**src/rtl/sevseg_scan_driver_if.sv**
```systemverilog
// ---------------------------------------------------------------------------
// sevseg_scan_driver_if
// Bundles the display driver's data inputs and its board-pin outputs.
//   enable       : 1 = display on, 0 = all digits dark (scan keeps running)
//   value        : packed hex digits, nibble i = digit i, digit 0 rightmost
//   dp           : per-digit decimal point request, 1 = lit
//   blank_zeros  : 1 = suppress leading zero digits
//   brightness   : PWM duty select, 0 = off, 15 = full
//   anode_select : active-low anode enables
//   segs         : active-low segments, segs[0]=a ... segs[6]=g
//   dp_n         : active-low decimal point
//   frame_done   : one-cycle pulse at the end of each full scan
// master = the logic feeding the display, slave = the scan driver.
// ---------------------------------------------------------------------------
interface sevseg_scan_driver_if #(
    parameter int N_DIGITS = 8
);
    logic                    enable;
    logic [4*N_DIGITS-1:0]   value;
    logic [N_DIGITS-1:0]     dp;
    logic                    blank_zeros;
    logic [3:0]              brightness;
    logic [N_DIGITS-1:0]     anode_select;
    logic [6:0]              segs;
    logic                    dp_n;
    logic                    frame_done;

    modport master (
        output enable, value, dp, blank_zeros, brightness,
        input  anode_select, segs, dp_n, frame_done
    );

    modport slave (
        input  enable, value, dp, blank_zeros, brightness,
        output anode_select, segs, dp_n, frame_done
    );
endinterface

```
**src/rtl/sevseg_scan_driver.sv**
```systemverilog
// ---------------------------------------------------------------------------
// sevseg_scan_driver
// Multiplexed common-anode seven-segment scanner with frame-synchronous value
// latching, leading-zero blanking, per-digit decimal points and 16-step PWM.
//   clock : system clock
//   reset : asynchronous, active-low
//   bus   : sevseg_scan_driver_if.slave (data inputs, anode/segment outputs)
// Each digit slot lasts SLOT_CYCLES clocks and is split into 16 PWM phases of
// SUB_CYCLES clocks. SLOT_CYCLES must be a multiple of 16 and at least 32;
// N_DIGITS must be 1..16 and match the interface instance.
// ---------------------------------------------------------------------------
module sevseg_scan_driver #(
    parameter int N_DIGITS    = 8,
    parameter int SLOT_CYCLES = 200000
) (
    input  logic                 clock,
    input  logic                 reset,
    sevseg_scan_driver_if.slave  bus
);
    localparam int SUB_CYCLES = SLOT_CYCLES / 16;
    localparam int SUB_W      = (SUB_CYCLES > 1) ? $clog2(SUB_CYCLES) : 1;
    localparam int IDX_W      = (N_DIGITS > 1) ? $clog2(N_DIGITS) : 1;

    // Active-low g..a pattern for one hex digit.
    function automatic logic [6:0] enc(input logic [3:0] hex);
        case (hex)
            4'h0: enc = 7'b1000000;
            4'h1: enc = 7'b1111001;
            4'h2: enc = 7'b0100100;
            4'h3: enc = 7'b0110000;
            4'h4: enc = 7'b0011001;
            4'h5: enc = 7'b0010010;
            4'h6: enc = 7'b0000010;
            4'h7: enc = 7'b1111000;
            4'h8: enc = 7'b0000000;
            4'h9: enc = 7'b0010000;
            4'hA: enc = 7'b0001000;
            4'hB: enc = 7'b0000011;
            4'hC: enc = 7'b1000110;
            4'hD: enc = 7'b0100001;
            4'hE: enc = 7'b0000110;
            default: enc = 7'b0001110;
        endcase
    endfunction

    logic [SUB_W-1:0]      sub_cnt;
    logic [3:0]            phase;
    logic [IDX_W-1:0]      idx;
    logic [4*N_DIGITS-1:0] shadow_value;
    logic [N_DIGITS-1:0]   shadow_dp;

    logic sub_tick, slot_tick, last_digit, frame_tick;

    assign sub_tick   = (sub_cnt == SUB_W'(SUB_CYCLES - 1));
    assign slot_tick  = sub_tick && (phase == 4'hF);
    assign last_digit = (idx == IDX_W'(N_DIGITS - 1));
    assign frame_tick = slot_tick && last_digit;

    // Scan counters and frame shadow. The shadow only moves at the frame
    // boundary, so a whole scan always shows one consistent value.
    always_ff @(posedge clock or negedge reset) begin
        if (!reset) begin
            sub_cnt      <= '0;
            phase        <= '0;
            idx          <= '0;
            shadow_value <= '0;
            shadow_dp    <= '0;
        end else begin
            sub_cnt <= sub_tick ? '0 : sub_cnt + 1'b1;
            if (sub_tick)
                phase <= phase + 1'b1;
            // Explicit wrap so non-power-of-2 digit counts work.
            if (slot_tick)
                idx <= last_digit ? '0 : idx + 1'b1;
            if (frame_tick) begin
                shadow_value <= bus.value;
                shadow_dp    <= bus.dp;
            end
        end
    end

    // ---- stage p0: decode current digit from scan state ----
    // zero_from_p0[i] = shadow nibbles i..N_DIGITS-1 are all zero.
    logic [N_DIGITS-1:0] zero_from_p0;
    logic [3:0]          nib_p0;
    logic                blank_p0;
    logic                lit_p0;

    always_comb begin
        zero_from_p0 = '0;
        zero_from_p0[N_DIGITS-1] = (shadow_value[4*(N_DIGITS-1) +: 4] == 4'h0);
        for (int i = N_DIGITS - 2; i >= 0; i--)
            zero_from_p0[i] = zero_from_p0[i+1] && (shadow_value[4*i +: 4] == 4'h0);
    end

    assign nib_p0   = shadow_value[4*idx +: 4];
    // Digit 0 is never blanked so a zero value still shows one "0".
    assign blank_p0 = bus.blank_zeros && (idx != '0) && zero_from_p0[idx];
    // Brightness 15 is full on; otherwise lit for the first `brightness` phases.
    assign lit_p0   = bus.enable && ((bus.brightness == 4'hF) || (phase < bus.brightness));

    // ---- stage p1: registered pin drivers ----
    logic [N_DIGITS-1:0] anode_p1;
    logic [6:0]          segs_p1;
    logic                dp_n_p1;
    logic                frame_done_p1;

    always_ff @(posedge clock or negedge reset) begin
        if (!reset) begin
            anode_p1      <= '1;
            segs_p1       <= 7'h7F;
            dp_n_p1       <= 1'b1;
            frame_done_p1 <= 1'b0;
        end else begin
            anode_p1      <= lit_p0 ? ~(N_DIGITS'(1) << idx) : '1;
            segs_p1       <= (lit_p0 && !blank_p0) ? enc(nib_p0) : 7'h7F;
            dp_n_p1       <= !(lit_p0 && shadow_dp[idx]);
            frame_done_p1 <= frame_tick;
        end
    end

    assign bus.anode_select = anode_p1;
    assign bus.segs         = segs_p1;
    assign bus.dp_n         = dp_n_p1;
    assign bus.frame_done   = frame_done_p1;
endmodule

```
**src/flat_wrapper.sv**
```systemverilog
// flat-port wrapper written by rule: the top's interface ports become plain ports
module sevseg_scan_driver_flat 
#(
    parameter int N_DIGITS    = 8,
    parameter int SLOT_CYCLES = 200000
)
  (clock, reset, bus_enable, bus_value, bus_dp, bus_blank_zeros, bus_brightness, bus_anode_select, bus_segs, bus_dp_n, bus_frame_done);
  sevseg_scan_driver_if #(.N_DIGITS(N_DIGITS)) bus_i ();
  input  logic clock;
  input  logic reset;
  input wire logic [$bits(bus_i.enable)-1:0] bus_enable;
  input wire logic [$bits(bus_i.value)-1:0] bus_value;
  input wire logic [$bits(bus_i.dp)-1:0] bus_dp;
  input wire logic [$bits(bus_i.blank_zeros)-1:0] bus_blank_zeros;
  input wire logic [$bits(bus_i.brightness)-1:0] bus_brightness;
  output wire logic [$bits(bus_i.anode_select)-1:0] bus_anode_select;
  output wire logic [$bits(bus_i.segs)-1:0] bus_segs;
  output wire logic [$bits(bus_i.dp_n)-1:0] bus_dp_n;
  output wire logic [$bits(bus_i.frame_done)-1:0] bus_frame_done;
  assign bus_i.enable = bus_enable;
  assign bus_i.value = bus_value;
  assign bus_i.dp = bus_dp;
  assign bus_i.blank_zeros = bus_blank_zeros;
  assign bus_i.brightness = bus_brightness;
  assign bus_anode_select = bus_i.anode_select;
  assign bus_segs = bus_i.segs;
  assign bus_dp_n = bus_i.dp_n;
  assign bus_frame_done = bus_i.frame_done;
  sevseg_scan_driver #(.N_DIGITS(N_DIGITS), .SLOT_CYCLES(SLOT_CYCLES)) u_core (.clock(clock), .reset(reset), .bus(bus_i));
endmodule
```
**config.mk**
```make
export PLATFORM = sky130hd
export DESIGN_NAME = sevseg_scan_driver_flat
export DESIGN_NICKNAME = d
export VERILOG_FILES = /design/src/rtl/sevseg_scan_driver_if.sv /design/src/rtl/sevseg_scan_driver.sv /design/src/flat_wrapper.sv
export SDC_FILE = /design/constraint.sdc
export NUM_CORES = 1
export LEC_CHECK = 0
export ABC_CLOCK_PERIOD_IN_PS = 2700
export CORE_MARGIN = 4
export CORE_UTILIZATION = 24
export DETAILED_ROUTE_END_ITERATION = 10
export PLACE_DENSITY_LB_ADDON = 0.05
export SYNTH_ARGS = -nofsm -noshare
export SYNTH_HDL_FRONTEND = slang
export SYNTH_SLANG_ARGS = --single-unit
```
**constraint.sdc**
```tcl
create_clock -name clock -period 2.7 [get_ports clock]
set_clock_uncertainty 0.15 [all_clocks]
set_input_delay 0.54 -clock clock [delete_from_list [all_inputs] [get_ports clock]]
set_output_delay 0.54 -clock clock [all_outputs]
set_load 0.01 [all_outputs]
```
==> results of run 1 <==
## power by group through the flow
stage                     Clock [mW]  Sequential [mW]  Combinational [mW]
final                           1.24             1.25               0.244
after global routing            1.34             1.25               0.270
after CTS                       1.30             1.25               0.249
after detailed placement           0             1.27               0.248
after global placement             0             1.27               0.249
after floorplan                    0             1.26              0.0989
## cell usage in the layout (no fill, tap or decap), types with 2 or more instances in the layout
master	count
clkdlybuf4s50_1	63
dfrtp_1	62
mux2_4	40
nand2_1	21
buf_4	18
ha_1	17
dfstp_2	16
inv_1	10
nand3_1	10
nor2_1	10
mux4_2	10
xnor2_1	9
clkbuf_16	9
mux2i_1	7
o21ai_0	6
mux2_2	6
nor4_1	6
nor3_1	5
xor2_1	5
nand2b_1	4
nand4_1	3
nor2b_1	3
a21oi_1	3
o221ai_1	3
and3_1	2
a21o_1	2
o211ai_1	2
or2_2	2
clkbuf_1	2
clkbuf_8	2
buf_12	2
## cell families after synthesis
| logic type | Yosys count |
|---|---|
| buffers and inverters | 23 |
| XOR/XNOR | 14 |
| AO/OA/AOI/OAI | 24 |
| flip-flops | 78 |
| AND/OR/NAND/NOR | 75 |
| multiplexers | 63 |
| adder cells (fa/ha/maj) | 17 |
## per-layer routing
layer | share of wire | up-vias | track usage
li1 | - | 1226 | -
met1 | 0.50 | 1247 | 0.153
met2 | 0.44 | 57 | 0.155
met3 | 0.047 | 13 | 0.0290
met4 | 0.021 | 0 | 0.0504
met5 | 0 | - | 0
## registers in the layout, summed over array words and instances (netlist names), 3 cells and up
| signal | cells |
|---|---|
| u_core.shadow_value | 32 |
| u_core.sub_cnt | 14 |
| u_core.bus.anode_select | 8 |
| u_core.shadow_dp | 8 |
| u_core.bus.segs | 7 |
| u_core.phase | 4 |
| u_core.idx | 3 |
## worst max-delay path, delay by kind of cell
| kind | cells | cell delay [ps] |
|---|---|---|
| simple gates | 2 | 930 |
| compound gates | 3 | 580 |
| buf+inv | 2 | 620 |
## area by class of cell
cell class / instances / area, um2 / area share
Tap cell: 216 / 270 / 0.0511
Inverter: 11 / 41.3 / 0.00781
Sequential cell: 78 / 1970 / 0.373
Timing Repair Buffer: 83 / 806 / 0.152
Clock buffer: 13 / 260 / 0.0492
Clock inverter: 3 / 42.5 / 0.00804
Multi-Input combinational cell: 193 / 1900 / 0.359
## repair_timing
action	CTS	global route
setup endpoints to repair	7	25
resized for setup	3	3
pin swaps	0	2
buffers inserted	0	0
## worst max path at each step
stage / start / to / slack [ps] / cells after the start
3_5_place_dp: bus_brightness[2] / u_core.bus.segs[5]$_DFF_PN1_ / -520 / 8
2_1_floorplan: u_core.idx[0]$_DFFE_PN0P_ / u_core.bus.segs[3]$_DFF_PN1_ / 20 / 10
6_report: bus_blank_zeros / u_core.bus.segs[4]$_DFF_PN1_ / 140 / 7
3_3_place_gp: bus_brightness[2] / u_core.bus.segs[1]$_DFF_PN1_ / -500 / 8
5_1_grt: u_core.sub_cnt[9]$_DFF_PN0_ / u_core.shadow_value[7]$_DFFE_PN0P_ / 30 / 6
4_1_cts: u_core.sub_cnt[0]$_DFF_PN0_ / u_core.shadow_value[7]$_DFFE_PN0P_ / 70 / 7
==> results.py, run 1 <==
metrics = {
    "run_status": {
        "status": "completed",
    },
    "synthesis": {
        "yosys-top-cells-count": "62 x dfrtp_1, 40 x mux2_4, 21 x nand2_1",
        "synth_top_cell_by_area": "dfrtp_1",
        "synthAdderAreaFrac": 0.0536,
        "yosys.area_share.simple": 0.105,
        "synth_warnings": 0,
        "yosys_most_used_dff": "dfrtp_1",
        "synth.top_cell.area_share": 0.391,
        "syn_area_per_cell_um2": 13.5,
        "synth_xor_area_frac": 0.0309,
        "synthArstFlopShare": 1.00,
        "synth_fp_nets": 359,
        "synth-edff-count": 0,
        "synth_compound_area_frac": 0.0397,
        "yosys_register_bits": 78,
        "netlist_top_cells_area": "dfrtp_1 39%, mux2_4 15%, dfstp_2 11%",
        "synth_top_family_by_area": "multiplexers",
        "netlist-cell-type-count": 45,
        "synthMuxAreaShare": 0.243,
        "synth-seq-area-share": 0.497,
        "yosys.cell_count.top_type": "dfrtp_1",
        "synthesis.instances": 294,
        "syn-cell-area_mm2": 0.00397,
    },
    "global_routing": {
        "grt_util_all_layers": 0.109,
        "grt_pass1_vias": 2784,
        "grt_pass1_wl_um": 15400,
        "grt_max_degree": 41,
        "grt_overflow": 0,
        "antenna_found_initial": 0,
    },
    "clock_network": {
        "clock_latency_ps": 340,
        "tritoncts": "yes",
        "path_clk_slew_ps": 60,
        "cts_sinks": 78,
        "numCtsBuffers": 9,
        "hold_buffers": 0,
        "clk_path_buf_depth": 2,
        "cts_root_buf": "clkbuf_16",
        "cts.htree.levels": 3,
    },
    "routing": {
        "detail_route.drc_violations": 0,
        "wl_per_cell_um": 15.5,
        "postRouteAntennaNets": 0,
        "viasPerCell": 4.26,
        "vias": 2543,
        "first_pass_iters": 4,
        "first_iter_violations": 169,
        "wirelength_um": 9280,
    },
    "power": {
        "p_int_mw": 2.14,
        "clkPwrFrac": 0.454,
        "p_sw_frac": 0.217,
        "power_frac_seq": 0.457,
        "vdd_drop_max_mv": 0.293,
        "power.density_mw_per_mm2": 516,
        "power.total_mw": 2.73,
        "switchingPower_mw": 0.593,
        "p_comb_frac": 0.089,
        "leakage_nw": 2.34,
    },
    "floorplan": {
        "fp-row-count": 46,
        "dieArea_mm2": 0.0187,
        "die_height_um": 137,
        "coreArea_mm2": 0.0161,
        "die_x_um": 137,
        "initial_core_util": 0.247,
        "pin_count": 65,
    },
    "sta": {
        "max_clock_freq_mhz": 391,
        "post-route-period-util": 0.948,
        "tightest_slew_ps": 556,
        "final.setup.worst_slack_ps": 140,
        "hold_viol_final": 0,
        "fin_hold_ws_ps": 31.1,
        "relSlewSlack": 0.626,
        "setup_viol": 0,
        "drv_slew": 0,
        "setup_tns_ps": 0,
        "fin_crit_ps": 2560,
        "rsz0062_at_grt": "false",
    },
    "layout": {
        "fin_util": 0.329,
        "fin_nets": 441,
        "area_growth_syn_to_layout_pct": 33.2,
        "diodes": 0,
        "instances_no_fill": 597,
        "design_area_mm2": 0.00529,
        "fillers": 1596,
        "layout-drive-gt1-share": 0.304,
    },
    "worst_setup_path": {
        "critPathRequiredTime_ps": 2810,
        "slowest_stage": "or4b_2",
        "rr_startpoint": "u_core.sub_cnt[9]$_DFF_PN0_",
        "rr_worst_depth": 6,
        "crit_path_start_kind": "input pin",
        "r2r-end": "u_core.shadow_value[7]$_DFFE_PN0P_",
        "crit_path_max_incr_delay_ps": 630,
        "timing_worst_setup_path_type": "in -> reg",
        "worstPathMaxFanout": 7,
        "critPathArrivalTime_ps": 2670,
        "worstSetupEndpointType": "flop",
        "reg2reg_setup_slack_ps": 140,
        "worstPathCellList": "clkdlybuf4s50_1 -> or4b_2 -> a2111oi_2 -> buf_4 -> nor4b_2 -> a211oi_4 -> o211ai_1",
    },
    "run": {
        "maxCapViolations": 0,
    },
    "place": {
        "gp_congestion": 0.700,
        "numPlacedInstances": 581,
        "io_buffers": 64,
        "placed_area_mm2": 0.00496,
        "hpwlAfterDp_um": 6840,
        "dpl_worst_slack_ps": -516,
    },
    "worst_hold_path": {
        "hp-class": "in -> async",
    },
}
No activity file was read; power rests on OpenSTA's default activity.
==> inputs of run 2 (changes only) <==
--- a/config.mk
+++ b/config.mk
@@ -6,8 +6,9 @@
 export NUM_CORES = 1
 export LEC_CHECK = 0
 export ABC_CLOCK_PERIOD_IN_PS = 2700
+export CAP_MARGIN = 25
 export CORE_MARGIN = 4
-export CORE_UTILIZATION = 24
+export CORE_UTILIZATION = 35
 export DETAILED_ROUTE_END_ITERATION = 10
 export PLACE_DENSITY_LB_ADDON = 0.05
 export SYNTH_ARGS = -nofsm -noshare
==> results.py, run 2 (same netlist as run 1, synthesis figures left out) <==
metrics = {
    "power": {
        "power.density_mw_per_mm2": 506,
        "leakage_nw": 2.40,
        "power.total_mw": 2.68,
        "vdd_drop_max_mv": 0.371,
    },
    "clock_network": {
        "tritoncts": "yes",
        "hold_buffers": 0,
        "path_clk_slew_ps": 60,
        "numCtsBuffers": 9,
        "cts.htree.levels": 3,
        "clk_path_buf_depth": 2,
        "cts_root_buf": "clkbuf_16",
        "cts_sinks": 78,
        "clock_latency_ps": 330,
    },
    "worst_setup_path": {
        "reg2reg_setup_slack_ps": 170,
        "critPathRequiredTime_ps": 2780,
        "crit_path_start_kind": "input pin",
        "rr_worst_depth": 6,
        "crit_path_max_incr_delay_ps": 610,
        "rr_startpoint": "u_core.sub_cnt[2]$_DFF_PN0_",
        "critPathArrivalTime_ps": 2710,
        "worstPathCellList": "clkdlybuf4s50_1 -> or4b_2 -> a2111oi_0 -> buf_4 -> nor4b_2 -> a211oi_2 -> buf_4 -> o221ai_1",
        "worstPathMaxFanout": 7,
        "timing_worst_setup_path_type": "in -> reg",
        "r2r-end": "u_core.shadow_value[1]$_DFFE_PN0P_",
        "cp_common_cell": "buf_4",
        "crit_family": "simple AND/OR/NAND/NOR gates",
        "crit_buf_inv": 3,
        "worstSetupEndpointType": "flop",
        "slowest_stage": "or4b_2",
    },
    "layout": {
        "fillers": 1007,
        "regMostFlops": "u_core.shadow_value",
        "final_cell_mix": "63 x clkdlybuf4s50_1, 62 x dfrtp_1, 40 x mux2_4",
        "layout-drive-gt1-share": 0.327,
        "instances_no_fill": 534,
        "diodes": 0,
        "top_regs": "u_core.shadow_value x32, u_core.sub_cnt x14",
        "fin_util": 0.483,
        "area_growth_syn_to_layout_pct": 33.5,
        "fin_nets": 454,
        "final_common_cell": "clkdlybuf4s50_1",
        "largest_register_ffs": 32,
    },
    "global_routing": {
        "grt_pass1_vias": 2747,
        "antenna_found_initial": 0,
        "grt_overflow": 0,
        "grt_pass1_wl_um": 14000,
        "grt_util_all_layers": 0.136,
        "grt_max_degree": 48,
    },
    "sta": {
        "hold_viol_final": 4,
        "setup_viol": 0,
        "fin_hold_ws_ps": -9.82,
        "post-route-period-util": 0.973,
        "drv_slew": 0,
        "relSlewSlack": 0.619,
        "max_clock_freq_mhz": 381,
        "final.setup.worst_slack_ps": 74.2,
        "tightest_slew_ps": 567,
        "fin_crit_ps": 2630,
    },
    "run": {
        "maxCapViolations": 0,
    },
    "routing": {
        "first_pass_iters": 4,
        "postRouteAntennaNets": 0,
        "vias": 2525,
        "first_iter_violations": 62,
        "wirelength_um": 8430,
        "viasPerCell": 4.73,
        "wl_per_cell_um": 15.8,
        "detail_route.drc_violations": 0,
    },
    "run_status": {
        "status": "finished, violations left",
        "violations": "negative hold slack",
    },
    "floorplan": {
        "fp-row-count": 38,
        "die_height_um": 115,
        "die_x_um": 115,
        "dieArea_mm2": 0.0131,
        "pin_count": 65,
        "initial_core_util": 0.361,
        "coreArea_mm2": 0.0110,
    },
    "place": {
        "hpwlAfterDp_um": 6160,
        "dpl_worst_slack_ps": -566,
        "io_buffers": 64,
        "gp_congestion": 0.752,
        "numPlacedInstances": 516,
    },
    "worst_hold_path": {
        "hp-class": "in -> async",
    },
}
[run 2: cell count changes in the layout (fill, tap and decap cells not counted), sizes merged]
cell,before,now
buf,20,32
clkbuf,13,11
clkinv,1,3
clkinvlp,1,2
[run 2: power by group]
part	total [mW]	switching (mW)	internal, mW
sequential	1.25	0.0285	1.22
clock	1.18	0.471	0.714
combinational	0.251	0.0891	0.162
total	2.68	0.588	2.09
[run 2: metal layers]
| layer | vias to the layer above | share of wire | GRT usage |
|---|---|---|---|
| met2 | 54 | 0.44 | 0.206 |
| met1 | 1219 | 0.50 | 0.190 |
| met5 | - | 0 | 0 |
| met4 | 0 | 0.0076 | 0.0301 |
| met3 | 7 | 0.048 | 0.0428 |
| li1 | 1245 | - | - |
[run 2: timing repair]
item                                    4_1_cts  5_1_grt
endpoints found under the setup margin        7       47
resized for setup                             1        2
gates cloned                                  0        1
pin swaps                                     0        2
setup buffers                                 0        1
[run 2: final cells by class]
| cell class | count | area, um2 | area share |
|---|---|---|---|
| clock inverters | 6 | 63.8 | 0.0120 |
| inverters | 11 | 41.3 | 0.00779 |
| repair buffers | 96 | 933 | 0.176 |
| flip-flops and latches | 78 | 1970 | 0.372 |
| well taps | 140 | 175 | 0.0330 |
| clock buffers | 10 | 229 | 0.0432 |
| multi-input cells | 193 | 1890 | 0.356 |
[run 2: per-stage QoR]
step           instance area (um2)  setup TNS [ps]
2_1_floorplan                 3970               0
3_3_place_gp                  4960           -3210
3_5_place_dp                  4960           -3400
4_1_cts                       5260               0
5_1_grt                       5300          -0.968
6_report                      5300               0
[run 2: worst max-delay path by stage]
stage,from,end,depth (start not counted)
finish,bus_blank_zeros,u_core.bus.segs[6]$_DFF_PN1_,8
global route,bus_blank_zeros,u_core.bus.segs[6]$_DFF_PN1_,8
CTS,bus_blank_zeros,u_core.bus.segs[6]$_DFF_PN1_,7
detailed placement,bus_brightness[2],u_core.bus.segs[6]$_DFF_PN1_,8
global placement,bus_brightness[2],u_core.bus.segs[5]$_DFF_PN1_,8
floorplan,u_core.idx[0]$_DFFE_PN0P_,u_core.bus.segs[3]$_DFF_PN1_,10
==> inputs of run 3 (changes only) <==
--- a/config.mk
+++ b/config.mk
@@ -10,6 +10,7 @@
 export CORE_MARGIN = 4
 export CORE_UTILIZATION = 35
 export DETAILED_ROUTE_END_ITERATION = 10
+export GPL_TIMING_DRIVEN = 0
 export PLACE_DENSITY_LB_ADDON = 0.05
 export SYNTH_ARGS = -nofsm -noshare
 export SYNTH_HDL_FRONTEND = slang
==> results.py, run 3 (same netlist as run 1, synthesis figures left out) <==
metrics = {
    "worst_setup_path": {
        "worstSetupEndpointType": "flop",
        "slowest_stage": "or4b_4",
        "crit_path_max_incr_delay_ps": 570,
        "timing_worst_setup_path_type": "reg -> reg",
        "worstPathCellList": "or4b_4 -> nor4_4 -> nand4_2 -> or2_1 -> buf_6 -> buf_6 -> mux2_4",
        "crit_family": "simple AND/OR/NAND/NOR gates",
        "reg2reg_setup_slack_ps": 100,
        "rr_startpoint": "u_core.sub_cnt[2]$_DFF_PN0_",
        "cp_common_cell": "buf_6",
        "r2r-end": "u_core.shadow_value[2]$_DFFE_PN0P_",
        "rr_worst_depth": 7,
        "critPathRequiredTime_ps": 2760,
        "crit_path_start_kind": "flop",
        "critPathArrivalTime_ps": 2660,
        "crit_buf_inv": 2,
        "worstPathMaxFanout": 10,
    },
    "routing": {
        "viasPerCell": 4.87,
        "first_iter_violations": 78,
        "first_pass_iters": 4,
        "vias": 2531,
        "postRouteAntennaNets": 0,
        "wirelength_um": 8350,
        "detail_route.drc_violations": 0,
        "wl_per_cell_um": 16.1,
    },
    "clock_network": {
        "cts.htree.levels": 3,
        "path_clk_slew_ps": 60,
        "numCtsBuffers": 9,
        "clock_latency_ps": 330,
        "tritoncts": "yes",
        "cts_sinks": 78,
        "clk_path_buf_depth": 2,
        "cts_root_buf": "clkbuf_16",
    },
    "global_routing": {
        "grt_util_met1": 0.198,
        "antenna_found_initial": 0,
        "grt_use_met2": 0.205,
        "grt_overflow": 0,
        "grt_pass1_wl_um": 14200,
        "top_usage_layer": "met2",
        "grt_max_degree": 55,
        "grt_pass1_vias": 2713,
        "use_met3": 0.0259,
        "grt_util_all_layers": 0.138,
    },
    "layout": {
        "area_growth_syn_to_layout_pct": 30.3,
        "layout-drive-gt1-share": 0.308,
        "final_cell_mix": "63 x clkdlybuf4s50_1, 60 x dfrtp_1, 40 x mux2_4",
        "regMostFlops": "u_core.shadow_value",
        "top_regs": "u_core.shadow_value x32, u_core.sub_cnt x14",
        "fin_util": 0.471,
        "fin_nets": 440,
        "design_area_mm2": 0.00517,
        "instances_no_fill": 520,
        "final_common_cell": "clkdlybuf4s50_1",
        "diodes": 0,
        "largest_register_ffs": 32,
    },
    "run_status": {
        "status": "completed",
    },
    "floorplan": {
        "coreArea_mm2": 0.0110,
        "die_height_um": 115,
        "dieArea_mm2": 0.0131,
        "die_x_um": 115,
        "pin_count": 65,
        "fp-row-count": 38,
        "initial_core_util": 0.361,
    },
    "power": {
        "leakage_nw": 2.30,
        "switchingPower_mw": 0.592,
        "p_comb_frac": 0.092,
        "clkPwrFrac": 0.430,
        "power.density_mw_per_mm2": 505,
        "p_sw_frac": 0.227,
        "vdd_drop_max_mv": 0.237,
        "power.total_mw": 2.61,
        "p_int_mw": 2.02,
        "power_frac_seq": 0.478,
    },
    "worst_hold_path": {
        "holdCritStartpoint": "u_core.shadow_dp[5]$_DFFE_PN0P_",
        "hold_depth": 1,
        "hp-class": "reg -> reg",
        "holdPathEnd": "u_core.shadow_dp[5]$_DFFE_PN0P_",
    },
    "sta": {
        "max_clock_freq_mhz": 385,
        "fin_crit_ps": 2600,
        "setup_viol": 0,
        "rsz0062_at_grt": "false",
        "drv_slew": 0,
        "tightest_slew_ps": 664,
        "post-route-period-util": 0.962,
        "hold_viol_final": 0,
        "relSlewSlack": 0.548,
    },
    "place": {
        "io_buffers": 64,
        "hpwlAfterDp_um": 6170,
        "gp_congestion": 0.758,
        "placed_area_mm2": 0.00481,
        "numPlacedInstances": 499,
    },
    "run": {
        "maxCapViolations": 0,
    },
}
## run 3: worst max-delay path by stage
stage,start,endpoint,slack [ps],cells past startpoint
finish,u_core.sub_cnt[2]$_DFF_PN0_,u_core.shadow_value[2]$_DFFE_PN0P_,100,7
global route,u_core.sub_cnt[1]$_DFF_PN0_,u_core.shadow_dp[7]$_DFFE_PN0P_,0.5,8
CTS,u_core.idx[0]$_DFFE_PN0P_,u_core.bus.segs[3]$_DFF_PN1_,4,9
detailed placement,bus_brightness[2],u_core.bus.segs[6]$_DFF_PN1_,-570,8
global placement,reset,u_core.shadow_value[11]$_DFFE_PN0P_,-1900,1
floorplan,u_core.idx[0]$_DFFE_PN0P_,u_core.bus.segs[3]$_DFF_PN1_,20,10
## run 3: per-layer routing
metal / share of wire / vias up
li1: - / 1220
met4: 0.017 / 0
met3: 0.042 / 10
met1: 0.49 / 1249
met2: 0.45 / 52
met5: 0 / -
## run 3: power groups by stage
stage | Combinational, mW | Clock (mW) | Sequential, mW
2_1_floorplan | 0.0989 | 0 | 1.26
3_3_place_gp | 0.235 | 0 | 1.27
3_5_place_dp | 0.241 | 0 | 1.27
4_1_cts | 0.244 | 1.16 | 1.25
5_1_grt | 0.264 | 1.21 | 1.25
6_report | 0.241 | 1.12 | 1.25
## run 3: what timing repair did
action | in CTS | in global routing
gates resized for setup | 7 | 5
pin swaps | 2 | 2
endpoints found under the setup margin | 47 | 50
buffers inserted | 3 | 4
cloned | 0 | 0
hold buffers | 1 | 0
endpoints found under the hold margin | 11 | 0
## run 3: through the flow
step	setup slack, ps	hold WS, ps	setup TNS [ps]
2_1_floorplan	21.5	94.4	0
3_3_place_gp	-1900	341	-146730
3_5_place_dp	-568	322	-12230
4_1_cts	4.37	364	0
5_1_grt	0.498	375	0
6_report	102	362	0
## run 3: final cells by class
class	count	area, um2
Inverter	11	41.3
Clock inverter	5	35.0
Timing Repair Buffer	73	728
Sequential cell	78	1970
Fill cell	1021	5810
Tap cell	140	175
Buffer	9	76.3
Clock buffer	11	243
Multi-Input combinational cell	193	1900
